**src/rtl/div_mon_pkg.sv**
```systemverilog
// Shared types and default constants for the divided-clock period monitor.
// Optional min/max tracking is enabled with DIV_PERIOD_MON_MINMAX_EN.
package div_mon_pkg;

    typedef enum logic [1:0] {
        IDLE,
        ARM,
        MEAS
    } state_e;

    typedef enum logic [1:0] {
        NONE  = 2'b00,
        DIV_A = 2'b01,
        DIV_B = 2'b10,
        OTHER = 2'b11
    } ratio_e;

    localparam int RATIO_A_DEF    = 3;
    localparam int RATIO_B_DEF    = 6;
    localparam int LOCK_CNT_DEF   = 4;
    localparam int MAX_PERIOD_DEF = 63;

endpackage

```
**src/rtl/div_edge_det.sv**
```systemverilog
// Rising-edge detector for the divided signal, registered on clk.
module div_edge_det (
    input  logic clk,
    input  logic rst,
    input  logic div_i,
    output logic rise_o
);

    logic div_q;

    always_ff @(posedge clk or negedge rst) begin
        if (!rst) begin
            div_q <= 1'b0;
        end else begin
            div_q <= div_i;
        end
    end

    assign rise_o = div_i & ~div_q;

endmodule

```
**src/rtl/div_period_mon.sv**
```systemverilog
// Measures div rise-to-rise period, classifies the ratio, tracks lock and errors.
// Define DIV_PERIOD_MON_MINMAX_EN to add period_min / period_max outputs.
module div_period_mon
    import div_mon_pkg::*;
#(
    parameter int RATIO_A    = RATIO_A_DEF,
    parameter int RATIO_B    = RATIO_B_DEF,
    parameter int LOCK_CNT   = LOCK_CNT_DEF,
    parameter int MAX_PERIOD = MAX_PERIOD_DEF,
    parameter int CW         = $clog2(MAX_PERIOD + 1)
) (
    input  logic          clk,
    input  logic          rst,
    input  logic          en,
    input  logic          div,
    output logic [CW-1:0] period,
    output logic          period_vld,
    output logic [1:0]    ratio,
    output logic          lock,
    output logic          err
`ifdef DIV_PERIOD_MON_MINMAX_EN
    ,
    output logic [CW-1:0] period_min,
    output logic [CW-1:0] period_max
`endif
);

    localparam int MW = $clog2(LOCK_CNT + 1);
    localparam logic [CW-1:0] RA = CW'(RATIO_A);
    localparam logic [CW-1:0] RB = CW'(RATIO_B);
    localparam logic [CW-1:0] MP = CW'(MAX_PERIOD);
    localparam logic [MW-1:0] LC = MW'(LOCK_CNT);

    state_e        state_q, state_d;
    logic [CW-1:0] cnt_q, cnt_d;
    logic [CW-1:0] prev_q, prev_d;
    logic [CW-1:0] period_q, period_d;
    logic [MW-1:0] match_q, match_d;
    ratio_e        ratio_q, ratio_d;
    logic          vld_q, vld_d;
    logic          lock_q, lock_d;
    logic          err_q, err_d;
    logic          rise;
`ifdef DIV_PERIOD_MON_MINMAX_EN
    logic [CW-1:0] min_q, min_d;
    logic [CW-1:0] max_q, max_d;
`endif

    div_edge_det u_edge (
        .clk   (clk),
        .rst   (rst),
        .div_i (div),
        .rise_o(rise)
    );

    always_ff @(posedge clk or negedge rst) begin
        if (!rst) begin
            state_q  <= IDLE;
            cnt_q    <= '0;
            prev_q   <= '0;
            period_q <= '0;
            match_q  <= '0;
            ratio_q  <= NONE;
            vld_q    <= 1'b0;
            lock_q   <= 1'b0;
            err_q    <= 1'b0;
`ifdef DIV_PERIOD_MON_MINMAX_EN
            min_q    <= '1;
            max_q    <= '0;
`endif
        end else begin
            state_q  <= state_d;
            cnt_q    <= cnt_d;
            prev_q   <= prev_d;
            period_q <= period_d;
            match_q  <= match_d;
            ratio_q  <= ratio_d;
            vld_q    <= vld_d;
            lock_q   <= lock_d;
            err_q    <= err_d;
`ifdef DIV_PERIOD_MON_MINMAX_EN
            min_q    <= min_d;
            max_q    <= max_d;
`endif
        end
    end

    always_comb begin
        state_d  = state_q;
        cnt_d    = cnt_q;
        prev_d   = prev_q;
        period_d = period_q;
        match_d  = match_q;
        ratio_d  = ratio_q;
        vld_d    = 1'b0;
        lock_d   = lock_q;
        err_d    = err_q;
`ifdef DIV_PERIOD_MON_MINMAX_EN
        min_d    = min_q;
        max_d    = max_q;
`endif
        if (!en) begin
            state_d = IDLE;
            cnt_d   = '0;
            match_d = '0;
            prev_d  = '0;
            lock_d  = 1'b0;
            err_d   = 1'b0;
            ratio_d = NONE;
`ifdef DIV_PERIOD_MON_MINMAX_EN
            min_d   = '1;
            max_d   = '0;
`endif
        end else begin
            unique case (state_q)
                IDLE: begin
                    state_d = ARM;
                    prev_d  = '0;
                end
                ARM: begin
                    if (rise) begin
                        cnt_d   = CW'(1);
                        state_d = MEAS;
                    end
                end
                MEAS: begin
                    if (rise) begin
                        cnt_d    = CW'(1);
                        prev_d   = cnt_q;
                        period_d = cnt_q;
                        vld_d    = 1'b1;
                        if (cnt_q == RA) begin
                            ratio_d = DIV_A;
                        end else if (cnt_q == RB) begin
                            ratio_d = DIV_B;
                        end else begin
                            ratio_d = OTHER;
                        end
                        // prev is 0 after ARM, so the first period never matches
                        if (cnt_q == prev_q) begin
                            if (match_q != LC) begin
                                match_d = match_q + 1'b1;
                            end
                            if (match_d == LC) begin
                                lock_d = 1'b1;
                            end
                        end else begin
                            match_d = '0;
                            lock_d  = 1'b0;
                            if (lock_q) begin
                                err_d = 1'b1;
                            end
                        end
`ifdef DIV_PERIOD_MON_MINMAX_EN
                        if (cnt_q < min_q) begin
                            min_d = cnt_q;
                        end
                        if (cnt_q > max_q) begin
                            max_d = cnt_q;
                        end
`endif
                    end else if (cnt_q == MP) begin
                        err_d   = 1'b1;
                        lock_d  = 1'b0;
                        match_d = '0;
                        ratio_d = NONE;
                        prev_d  = '0;
                        cnt_d   = '0;
                        state_d = ARM;
                    end else begin
                        cnt_d = cnt_q + 1'b1;
                    end
                end
                default: state_d = IDLE;
            endcase
        end
    end

    assign period     = period_q;
    assign period_vld = vld_q;
    assign ratio      = ratio_q;
    assign lock       = lock_q;
    assign err        = err_q;
`ifdef DIV_PERIOD_MON_MINMAX_EN
    assign period_min = min_q;
    assign period_max = max_q;
`endif

endmodule

```
**config.mk**
```make
export PLATFORM = sky130hd
export DESIGN_NAME = div_period_mon
export DESIGN_NICKNAME = d
export VERILOG_FILES = /design/src/rtl/div_mon_pkg.sv /design/src/rtl/div_edge_det.sv /design/src/rtl/div_period_mon.sv
export SDC_FILE = /design/constraint.sdc
export NUM_CORES = 1
export LEC_CHECK = 0
export CORE_ASPECT_RATIO = 0.9
export CORE_MARGIN = 2
export CORE_UTILIZATION = 35
export CTS_CLUSTER_DIAMETER = 60
export DETAILED_ROUTE_END_ITERATION = 6
export SETUP_SLACK_MARGIN = 0.5
export SLEW_MARGIN = 25
export SYNTH_ARGS = -nofsm -noshare
export SYNTH_HDL_FRONTEND = slang
export SYNTH_SLANG_ARGS = --single-unit
```
**constraint.sdc**
```tcl
create_clock -name clk -period 2.5 [get_ports clk]
set_input_delay 0.625 -clock clk [delete_from_list [all_inputs] [get_ports clk]]
set_output_delay 0.625 -clock clk [all_outputs]
set_load 0.05 [all_outputs]
```
# [Word-level counts from Yosys, hierarchy flattened]
# Cells that the tools add are included.
[totals] ff_bits=29 input_bits=4 output_inout_bits=11 elab_cells=86
[op_classes] n_addsub=2 n_eq_ne=19 n_mux=45 n_bitwise=2 reduce_logical=8
[ops] cell="6-bit two-way mux" count=7
[ops] cell="3-bit two-way mux" count=10
[ops] cell="6-bit case mux with 2 select lines" count=2
[ops] cell="2-bit two-way mux" count=9
[ops] cell="3-bit != test, second input constant" count=6
[ops] cell="1-bit two-way mux" count=16
[ops] cell="3-bit by 1-bit != test with 1-bit output, second input constant" count=3
[ops] cell="3-bit AND reduction" count=3
[ops] cell="6-bit by 1-bit adder with 6-bit output, second input constant" count=1
[ops] cell="6-bit by 2-bit equality test with 1-bit output, second input constant" count=1
[ops] cell="6-bit by 3-bit equality test with 1-bit output, second input constant" count=1
[ops] cell="6-bit equality test" count=1
[ops] cell="6-bit equality test, second input constant" count=1
[ops] cell="2-bit case mux with 3 select lines" count=1
[ops] cell="2-bit AND reduction" count=3
[ops] cell="4-bit by 3-bit != test with 1-bit output, second input constant" count=1
[ops] cell="4-bit != test, second input constant" count=1
[ops] cell="4-bit AND reduction" count=1
[ops] cell="3-bit by 1-bit adder with 3-bit output, second input constant" count=1
[ops] cell="3-bit equality test, second input constant" count=1
[ops] cell="2-bit by 1-bit equality test with 1-bit output, second input constant" count=1
[ops] cell="2-bit equality test, second input constant" count=1
[ops] cell="2-bit logical NOT" count=1
[ops] cell="2-bit by 1-bit != test with 1-bit output, second input constant" count=1
[ops] cell="other kinds (2)" count=2

# [Logic depth before layout (Yosys ltp)]
[logic_depth] ltp_word=12 ltp_mapped=6 mapped_depth_nobuf=6

# [Cells and area by module]
# A second synthesis with hierarchy kept.
[hier_totals] cells_unflattened=141 area_unflattened_um2=1529.0
[by_module_without_submodules] mod="div_period_mon" n_inst=1 cells_each=139 area_each_um2=1490.2 seq_area_each_um2=700.7
[by_module_without_submodules] mod="div_edge_det" n_inst=1 cells_each=2 area_each_um2=38.8 seq_area_each_um2=25.0

# [Worst setup path before layout]
# OpenSTA, ideal clock, no wires.
[synth_timing] kind="input to register" from="input en" to="register period_q[3] (netlist: period[3])" setup_ns=0.125 arrival_ns=1.542 required_time_ns=2.375 slack_ns=0.833 path_stages=4 n_path_buf=1 path_cell_list="nand3b_1 nor2_1 buf_4 mux2_2"
[synth_between] elab_chain_cells=1
[synth_lines] element="start: declaration" line="div_period_mon.sv:14" text="input logic en,"
[synth_lines] element="3-bit AND reduction (no line)"
[synth_lines] element="end signal: assignment" line="div_period_mon.sv:75" text="period_q <= period_d;"
[synth_lines] element="end: declaration" line="div_period_mon.sv:37" text="logic [CW-1:0] period_q, period_d;"
# Every way passes these cells.
# A chain may end at the register's enable or synchronous reset.

# [Worst setup path after layout]
[layout_timing] from="input div" to="register cnt_q[5]"
[layout_between] elab_chain_cells=4 elab_cells_between_ends=6 classes_between="eq/ne (1); mux (3); bitwise (1); reduce/logical (1)"
[layout_lines] element="start: declaration" line="div_period_mon.sv:15" text="input logic div,"
[layout_lines] element="1-bit AND (*)" line="div_edge_det.sv:19" text="assign rise_o = div_i & ~div_q;"
[layout_lines] element="6-bit two-way mux" line="div_period_mon.sv:127" text="if (rise) begin"
[layout_lines] element="6-bit case mux with 2 select lines" line="div_period_mon.sv:115" text="unique case (state_q)"
[layout_lines] element="6-bit two-way mux" line="div_period_mon.sv:102" text="if (!en) begin"
[layout_lines] element="end signal: assignment" line="div_period_mon.sv:73" text="cnt_q <= cnt_d;"
[layout_lines] element="end: declaration" line="div_period_mon.sv:35" text="logic [CW-1:0] cnt_q, cnt_d;"
# Mark *: on every way between the ends. The rest lies on a longest branch, timed or not.

==> summary.txt <==
STA
  – Fin Setup TNS: 0 ns
  – Final number of hold-violating endpoints: 0
  – Post-route clock skew: 0.00484 ns
  – Final worst-path cycle share: 76.8%
  – Maximum clock frequency: 521 MHz
  – Final setup viols: 0
  – Count of final max-slew check failures: 0
  – Transition time at the pin with the least slew margin: 0.495 ns
  – Crit path time final: 1.92 ns
  – Max_slew headroom: 67.1%
  – PnR worst setup slack: 0.579 ns
  – Unrepaired setup endpoints after global routing: false
  – Smallest hold slack: 0.479 ns

Drt
  – Vias per Instance: 5.29
  – Detailed router's first-iteration violation count: 74
  – Remaining antenna violation count after routing: 0
  – Drt drc: 0
  – Avg WL per Cell: 14.6 um
  – Routed wire length: 3220 um
  – Count of TritonRoute iterations in the first routing pass: 4
  – Via count: 1164

Floorplanning
  – DIE AREA: 0.00496 sq mm
  – Chip Height: 67.0 um
  – Placeable core region: 0.00416 sq mm
  – IO Pins: 15
  – Total number of placement rows: 22
  – Die Wd: 74.0 um
  – Initial core utilization: 37.1%

Yosys
  – Flip-flop cell with the highest count after synthesis: sky130_fd_sc_hd__dfrtp_1
  – Synth cell types: 44
  – Cells after synthesis: 144
  – Average instance area after synthesis: 10.7 sq um
  – Ys Warns: 0
  – Number of synthesized flops with an enable pin: 0
  – Nets in the synthesized netlist: 152
  – Sequential share of the synthesized area: 47.0%
  – Share of synthesized flip-flops with an asynchronous set or reset: 100%
  – Number of synthesized register bits: 29
  – Area of the mapped netlist: 0.00154 sq mm

Global routing
  – Maximum number of pins on one net before global-route repair: 30
  – Initial antenna violation count: 0
  – GR Util met2: 21.3%
  – Met1 Track Usage GR: 19.2%
  – Routing layer with the top usage in global route: met2
  – Met3 track demand over resource in global routing: 4.08%
  – Global-route wire length before repair: 5420 um
  – Gr ovfl total: 0
  – Vias in the first global route: 1125
  – Global routing usage summed across all routing layers: 14.7%

Power
  – Fraction of power consumed by sequential logic: 45.2%
  – Part of the total power dissipated in combinational logic: 8.3%
  – Internal portion of total power: 834 uW
  – Net switching component of the power: 251 uW
  – Static leakage power: 0.861 nW
  – VDD IR-drop max: 0.000330 V
  – Clock Power Share: 46.5%
  – Switching power share of the total: 23.2%
  – Power density over cell area: 591 mW/mm^2

Setup path
  – CP Capture Type: flop
  – Category of the critical setup timing path: primary input to flop
  – Startpoint type of the worst setup path: primary input
  – Data arrival time at the worst-slack endpoint: 2.09 ns
  – Worst-path fanout max: 7
  – Length in cells of the worst reg-to-reg path: 5
  – Terminus of the critical flop-to-flop path: prev_q[3]$_DFFE_PN0P_
  – Data required time at the worst endpoint: 2.67 ns
  – Startpoint of the worst-slack reg-to-reg timing path: cnt_q[0]$_DFFE_PN0P_
  – Slack of the worst reg-to-reg path: 0.63 ns

CTS
  – Register clock-pin slew on the reported worst setup and hold paths: 0.06 ns
  – Quantity of hold-fixing buffers added after cts: 0
  – Clock tree from TritonCTS: done
  – Skew-Pair Late Insertion Delay: 0.29 ns
  – Number of clock sinks: 29
  – Deepest clock path buffer count: 2
  – H-tree lvl count: 2
  – Clock buffer count from CTS: 5
  – CTS Root Cell: sky130_fd_sc_hd__clkbuf_8

Worst hold path
  – Hold Crit Class: flop to flop
  – Hold EP: ratio[1]$_DFFE_PN0P_
  – Beginning of the worst hold path: ratio[1]$_DFFE_PN0P_
  – Hold path depth: 2

Finish
  – Area growth from synthesis to layout: 19.1%
  – Share of final-layout standard cells stronger than drive strength 1: 16.3%
  – Most frequent cells in the layout: sky130_fd_sc_hd__dfrtp_1 (27), sky130_fd_sc_hd__dlygate4sd2_1 (11), sky130_fd_sc_hd__nor2_1 (9)
  – Most frequent standard cell in the layout excluding fill and tap cells: sky130_fd_sc_hd__dfrtp_1
  – Final cell utilization of the core: 44.2%
  – Final net count: 167
  – Diode count: 0

Placed design
  – Detailed-placement wirelength estimate: 2230 um
  – Pre-CTS setup slack: 0.281 ns
  – # port buffers: 14
  – Final weighted congestion in routability-driven placement: 0.866

Run status
  – Run status: finished, final reports clean

Run
  – Count of maximum capacitance violations: 0
[per-stage QoR]
stage	power, mW	instance area [sq um]	std cells
6_report	1.09	1840	220
3_3_place_gp	0.590	1730	212
2_1_floorplan	0.554	1540	144
3_5_place_dp	0.593	1730	212
5_1_grt	1.13	1840	220
4_1_cts	1.10	1830	220
[power by group through the flow]
stage               combinational, mW  sequential, mW  clock (mW)
detailed placement             0.0937           0.499           0
finish                         0.0902           0.491       0.504
global placement               0.0915           0.499           0
floorplan                      0.0437           0.510           0
CTS                            0.0911           0.490       0.516
global route                   0.0998           0.492       0.536
[cells in the mapped netlist, types with 2 or more instances]
cell type,number,area share (%)
sky130_fd_sc_hd__inv_1,6,1.5
sky130_fd_sc_hd__a32o_1,2,1.3
sky130_fd_sc_hd__nand4_1,3,1.2
sky130_fd_sc_hd__nand3_1,2,0.65
sky130_fd_sc_hd__and2_1,2,0.81
sky130_fd_sc_hd__xnor2_1,3,1.7
sky130_fd_sc_hd__mux2_2,6,4.4
sky130_fd_sc_hd__buf_2,4,1.3
sky130_fd_sc_hd__a31oi_1,4,1.6
sky130_fd_sc_hd__o211ai_1,2,0.97
sky130_fd_sc_hd__o21ai_0,6,1.9
sky130_fd_sc_hd__dfrtp_1,29,47
sky130_fd_sc_hd__ha_1,4,3.2
sky130_fd_sc_hd__nor2_1,9,2.2
sky130_fd_sc_hd__xor2_1,5,2.8
sky130_fd_sc_hd__a22o_1,6,3.4
sky130_fd_sc_hd__nor3_1,5,1.6
sky130_fd_sc_hd__nor2b_1,2,0.81
sky130_fd_sc_hd__nand2_1,7,1.7
sky130_fd_sc_hd__nand4bb_1,2,1.5
sky130_fd_sc_hd__buf_4,3,1.5
sky130_fd_sc_hd__a21oi_1,5,1.6
sky130_fd_sc_hd__and3_1,2,0.81
sky130_fd_sc_hd__nand2b_1,3,1.2
sky130_fd_sc_hd__nand3b_1,2,0.97
sky130_fd_sc_hd__a311oi_1,2,1.1
[state kept, by name (all words and copies together) (netlist names)]
| register | count |
|---|---|
| prev_q | 6 |
| state_q | 2 |
| period | 6 |
| ratio | 2 |
| cnt_q | 6 |
| u_edge.div_q | 1 |
| lock | 1 |
| match_q | 3 |
| period_vld | 1 |
| err | 1 |
[metal layers]
| layer | share of wire [%] | routed length [um] | vias up |
|---|---|---|---|
| met5 | 0 | 0 | - |
| met4 | 2.4 | 76 | 0 |
| met3 | 5.4 | 175 | 9 |
| met2 | 46 | 1470 | 38 |
| met1 | 47 | 1500 | 561 |
| li1 | - | - | 556 |
[final cells by class]
cell class | count | area (sq um)
timing repair buffer | 18 | 156
inverter | 6 | 22.5
sequential | 29 | 728
tap | 60 | 75.1
clock buffer | 7 | 86.3
clock inverter | 1 | 30.0
multi-input combinational | 99 | 738
fill | 401 | 2320
[worst max path at each step]
stage,to,cells after the start,startpoint
floorplan,period[3]$_DFFE_PN0P_,4,en
finish,cnt_q[5]$_DFFE_PN0P_,5,div
CTS,prev_q[3]$_DFFE_PN0P_,5,cnt_q[1]$_DFFE_PN0P_
global placement,period[2]$_DFFE_PN0P_,5,en
detailed placement,cnt_q[5]$_DFFE_PN0P_,5,div
global route,cnt_q[5]$_DFFE_PN0P_,5,div
[critical path: stages]
cell                              delay (ns)
sky130_fd_sc_hd__clkdlybuf4s50_1        0.56
sky130_fd_sc_hd__nand4bb_1              0.31
sky130_fd_sc_hd__a311oi_2               0.38
sky130_fd_sc_hd__xnor2_1                0.16
sky130_fd_sc_hd__nor2_1                 0.06
[timing repair]
action,in CTS,in global routing
setup buffers,0,0
pin swaps,0,0
gates resized for setup,11,3
endpoints found under the setup margin,11,8
[cells by family after synthesis]
group,synth area share [%]
XOR/XNOR,5.60
flip-flops,47.0
AND/OR/NAND/NOR,17.4
multiplexers,4.38
AO/OA/AOI/OAI,16.8
buffers and inverters,5.51
adder cells (fa/ha/maj),3.24
No activity file was read; power rests on OpenSTA's default activity.
